### src/rtl/digit_scan_ctrl.sv
// digit_scan_ctrl: time-multiplexed 8-digit scan controller.
// Define SCAN_BLANK_EN to insert BLANK_CYC dark cycles between digits. Without it, digits
// change back to back and digit_on stays high while scanning.
module digit_scan_ctrl #(
  parameter int SHOW_CYC  = 1000,
  parameter int BLANK_CYC = 10,
  parameter int CNT_W     = 16
) (
  input  logic        clk,
  input  logic        rst_n,
  input  logic        en,
  input  logic [7:0]  digit_mask,
  input  logic [31:0] digit_data,
  output logic [2:0]  N,
  output logic [3:0]  nibble,
  output logic        digit_on,
  output logic        frame_done
);
  typedef enum logic [1:0] {IDLE, SHOW, BLANK} state_t;
  localparam logic [CNT_W-1:0] SHOW_END  = CNT_W'(SHOW_CYC - 1);
  localparam logic [CNT_W-1:0] BLANK_END = CNT_W'(BLANK_CYC - 1);
  state_t           state_q, state_d;
  logic [CNT_W-1:0] cnt_q, cnt_d;
  logic [2:0]       n_q, n_d, nxt, first;
  logic [3:0]       nib_q, nib_d;
  logic             on_q, on_d, fd_q, fd_d;
  // lowest set bit strictly above i, else lowest set bit overall; next_idx(m, 7) is the lowest set bit
  function automatic logic [2:0] next_idx(input logic [7:0] m, input logic [2:0] i);
    logic [2:0] lo, up;
    logic       hit;
    lo  = '0;
    up  = '0;
    hit = 1'b0;
    for (int k = 7; k >= 0; k--) begin
      if (m[k]) lo = 3'(k);
      if (m[k] && 3'(k) > i) begin
        up  = 3'(k);
        hit = 1'b1;
      end
    end
    return hit ? up : lo;
  endfunction
  assign nxt   = next_idx(digit_mask, n_q);
  assign first = next_idx(digit_mask, 3'd7);
  // next-state: abort has priority; N advances on SHOW exit so the decoder settles while dark
  always_comb begin
    state_d = state_q;
    cnt_d   = cnt_q;
    n_d     = n_q;
    nib_d   = nib_q;
    on_d    = on_q;
    fd_d    = 1'b0;
    if (state_q != IDLE && (!en || digit_mask == '0)) begin
      state_d = IDLE;
      on_d    = 1'b0;
      cnt_d   = '0;
    end else begin
      case (state_q)
        IDLE: if (en && digit_mask != '0) begin
          state_d = SHOW;
          n_d     = first;
          nib_d   = digit_data[{first, 2'b00} +: 4];
          on_d    = 1'b1;
          cnt_d   = '0;
        end
        SHOW: if (cnt_q == SHOW_END) begin
          n_d   = nxt;
          cnt_d = '0;
          fd_d  = nxt <= n_q;
`ifdef SCAN_BLANK_EN
          state_d = BLANK;
          on_d    = 1'b0;
`else
          nib_d = digit_data[{nxt, 2'b00} +: 4];
`endif
        end else cnt_d = cnt_q + 1'b1;
        BLANK: if (cnt_q == BLANK_END) begin
          state_d = SHOW;
          nib_d   = digit_data[{n_q, 2'b00} +: 4];
          on_d    = 1'b1;
          cnt_d   = '0;
        end else cnt_d = cnt_q + 1'b1;
        default: state_d = IDLE;
      endcase
    end
  end
  // state and output registers, cleared asynchronously
  always_ff @(posedge clk or negedge rst_n) begin
    if (!rst_n) begin
      state_q <= IDLE;
      cnt_q   <= '0;
      n_q     <= '0;
      nib_q   <= '0;
      on_q    <= 1'b0;
      fd_q    <= 1'b0;
    end else begin
      state_q <= state_d;
      cnt_q   <= cnt_d;
      n_q     <= n_d;
      nib_q   <= nib_d;
      on_q    <= on_d;
      fd_q    <= fd_d;
    end
  end
  assign N          = n_q;
  assign nibble     = nib_q;
  assign digit_on   = on_q;
  assign frame_done = fd_q;
endmodule

### config.mk
export PLATFORM = sky130hd
export DESIGN_NAME = digit_scan_ctrl
export DESIGN_NICKNAME = d
export VERILOG_FILES = /design/src/rtl/digit_scan_ctrl.sv
export SDC_FILE = /design/constraint.sdc
export NUM_CORES = 1
export LEC_CHECK = 0
export ABC_AREA = 1
export CORE_MARGIN = 1
export CORE_UTILIZATION = 48
export CTS_BUF_LIST = sky130_fd_sc_hd__clkbuf_8
export DETAILED_ROUTE_END_ITERATION = 6
export PLACE_DENSITY = 0.78
export SKIP_LAST_GASP = 1
export SLEW_MARGIN = 0
export SYNTH_ARGS = -nofsm -noshare
export SYNTH_HDL_FRONTEND = slang
export SYNTH_SLANG_ARGS = --single-unit
### constraint.sdc
create_clock -name clk -period 2.3 [get_ports clk]
set_input_delay 0.69 -clock clk [delete_from_list [all_inputs] [get_ports clk]]
set_output_delay 0.69 -clock clk [all_outputs]
set_load 0.02 [all_outputs]
==> results.cfg <==
[run_status]
status = complete, no violations

[synth]
synth-seq-cells = 26
synth.distinct_cells = 33
syn_nets = 342
synth_area_leader_cell = dfrtp_1
syn_inst = 293
async_flop_share_pct = 100
ys_top_cells_by_area = dfrtp_1, nand3_1, nand2_1, inv_1, nand3_2
ys_seq_area_share_pct = 31.6
yosysTopAreaCellShare_pct = 31.6
synth_edf_count = 0
synth_area_per_cell_um2 = 7.03
synth_area_um2 = 2060
ys.flop_type = dfrtp_1
synth_warnings = 0

[timing]
final.setup.tns_ps = 0
maxSlewHeadroom_pct = 75.4
setup_viol = 0
fmax_mhz = 442
worst_slack_ps = 35.3
post-route-min-period_ps = 2260
finalMaxSlewViolations = 0
hold_viol = 0
rsz0062_at_grt = yes
skew_ps = 2.06
tightestPinTransition_ps = 366
fin_crit_sh_pct = 98.5

[clock_tree]
cts_root_buffer = clkbuf_8
ctsHtreeMaxLevel = 1
clockBufferDepth = 2
clock_sinks = 26
path_clk_slew_ps = 90
insertion_delay_ps = 270
cts_buffers = 3
cts_tree = built

[floorplan]
coreArea_um2 = 4060
die_h_um = 67.5
design.portCount = 52
die_area_um2 = 4560
start_util_pct = 50.8
rows = 23
die_x_um = 67.5

[setup_path]
startpoint = digit_mask[6]
reg2reg_from = N[1]$_DFFE_PN0P_
crit_arrival_ps = 2460
slowest_delay_ps = 290
crit_chain = dlygate4sd2_1 -> buf_4 -> o21ai_1 -> nand2_1 -> nand2_1 -> nand2_1 -> nand2_2 -> nand2_2 -> nand2_4 -> buf_6 -> nand2_8 -> ha_1 -> nand3_1 -> a21oi_1
end_kind = flip-flop
crit_buf_inv = 3
crit_top_cell = nand2_1
worstPathRequired_ps = 2500
critical_path.max_fanout = 3
r2r_end = nibble[3]$_DFFE_PN0P_
r2r_cells = 12
path_delay_family = simple AND/OR/NAND/NOR gates
path_class = input port to flip-flop
cp-start-kind = input port
rrSetupSlack_ps = 170
critical-path-slowest-cell = ha_1

[min_path]
min_path_cells = 2
hp-class = flip-flop to flip-flop
min_to = nibble[3]$_DFFE_PN0P_
hold_path_startpoint = nibble[3]$_DFFE_PN0P_

[cells_and_area]
layout_common_cells = nand2_1, nand3_1, clkdlybuf4s50_1
nets = 430
stdcell_area_um2 = 3240
areaGrowthSynthToFinish_pct = 57.4
layout-drive-gt1-share_pct = 25.8
antenna_cells = 0
final_cells = 430
final_common_cell = nand2_1

[route]
dr.pass1.iters = 4
wl_per_cell_um = 15.1
avgViaCountPerCell = 5.75
routed_wl_mm = 6.49
drcViolationCount = 0
vias = 2472
drt_iter0_markers = 144
postRouteAntennaNets = 0

[placement]
gp_congestion = 0.839
place_ws_ps = -536
place_area_um2 = 2850
dp_cells = 418
dp_hpwl_mm = 4.21
port_buffers = 51

[pwr]
leakage_uw = 0.00147
combPwrFrac_pct = 71.4
seqPwrFrac_pct = 19.7
intPower_uw = 1760
ir_drop_v = 0.000576
switching_share_pct = 47.8
fin_total_pwr_uw = 3360
switching_power_uw = 1610
p_clk_share_pct = 8.9
power_density_nw_per_um2 = 1040

[grt]
grt_pass1_wl_mm = 9.72
track_usage_pct = 27.8
grt_pass1_vias = 2337
grt_max_degree = 27
antenna_found_initial = 0
grt_overflow = 0

[flow_run]
cap_violations = 0
==> per-layer routing <==
| metal | GRT usage [%] | vias up | routed length [um] |
|---|---|---|---|
| li1 | - | 1170 | - |
| met1 | 31.8 | 1166 | 2670 |
| met2 | 51.1 | 115 | 3300 |
| met3 | 3.72 | 21 | 366 |
| met4 | 11.4 | 0 | 151 |
| met5 | 0 | - | 0 |
==> worst max path at each step <==
stage                             to  slack (ps)  depth (start not counted)
3_5_place_dp   nibble[3]$_DFFE_PN0P_        -540                         11
4_1_cts        nibble[3]$_DFFE_PN0P_         -20                         12
6_report        frame_done$_DFF_PN0_          40                         14
3_3_place_gp   nibble[3]$_DFFE_PN0P_        -440                         11
5_1_grt        nibble[2]$_DFFE_PN0P_         -50                         12
2_1_floorplan   cnt_q[7]$_DFFE_PN0P_          20                         10
==> final cells by class <==
class | count | area (um2)
timing repair buffer | 89 | 865
fill | 285 | 816
inverter | 36 | 138
tap | 50 | 62.6
multi-input combinational | 225 | 1470
sequential | 26 | 651
clock buffer | 4 | 55.1
==> power groups by stage <==
stage	clock (uW)	sequential [uW]	combinational [uW]
finish	299	664	2400
global route	318	677	2570
CTS	301	660	2160
detailed placement	0	667	1790
global placement	0	667	1760
floorplan	0	721	1080
==> worst reg2reg max path, cell delays in order, from the launching register on <==
cell	delay (ps)
dfrtp_1	520
nand2_1	150
nand2_2	110
nand2_2	70
nor2_4	160
buf_4	140
nand4_1	90
o21ai_2	210
nand2_1	110
o21ai_4	140
nand3_1	160
nand3_2	100
nand3_2	60
==> registers in the layout, indices dropped and copies added, names as in the netlist <==
signal      flops
cnt_q          16
nibble          4
N               3
digit_on        1
frame_done      1
state_q         1
==> synthesized netlist by cell type, types with 2 or more instances <==
master,number
ha_1,6
clkbuf_1,2
inv_1,33
a31oi_1,2
buf_6,3
nand3b_1,9
nand4_1,4
nand3_1,56
o21ai_0,11
dfrtp_1,26
or2_2,2
inv_2,3
nor3_1,7
nor2_2,2
o22ai_1,5
nor4_1,2
nor2_1,18
a21oi_1,12
nand2_1,61
xor2_1,5
nand2_4,2
buf_2,2
o21ai_2,3
nand3_2,8
==> metrics by stage <==
stage / utilization, % / hold WS (ps)
final: 79.9 / 504
after global routing: 79.9 / 532
after CTS: 77.5 / 509
after detailed placement: 70.3 / 484
after global placement: 70.3 / 493
after floorplan: - / 394
==> logic make-up (layout without fill, tap and decap cells) <==
family,count (synthesis),after routing,share of synthesized area [%]
xor gates and xnor gates,5,5,2.13
and+or+nand+nor,175,176,42.6
DFF,26,26,31.6
AOI/OAI and AO/OA,38,38,11.0
buffers and inverters,43,129,9.05
adders and majority gates,6,6,3.65
==> what timing repair did <==
item,4_1_cts,5_1_grt
resized for setup,50,20
cloned,2,0
endpoints found under the setup margin,24,22
buffers inserted,3,3
pin swaps,17,10
hold endpoints to repair,0,0
hold buffers,0,0
(Power assumes the default switching activity.)
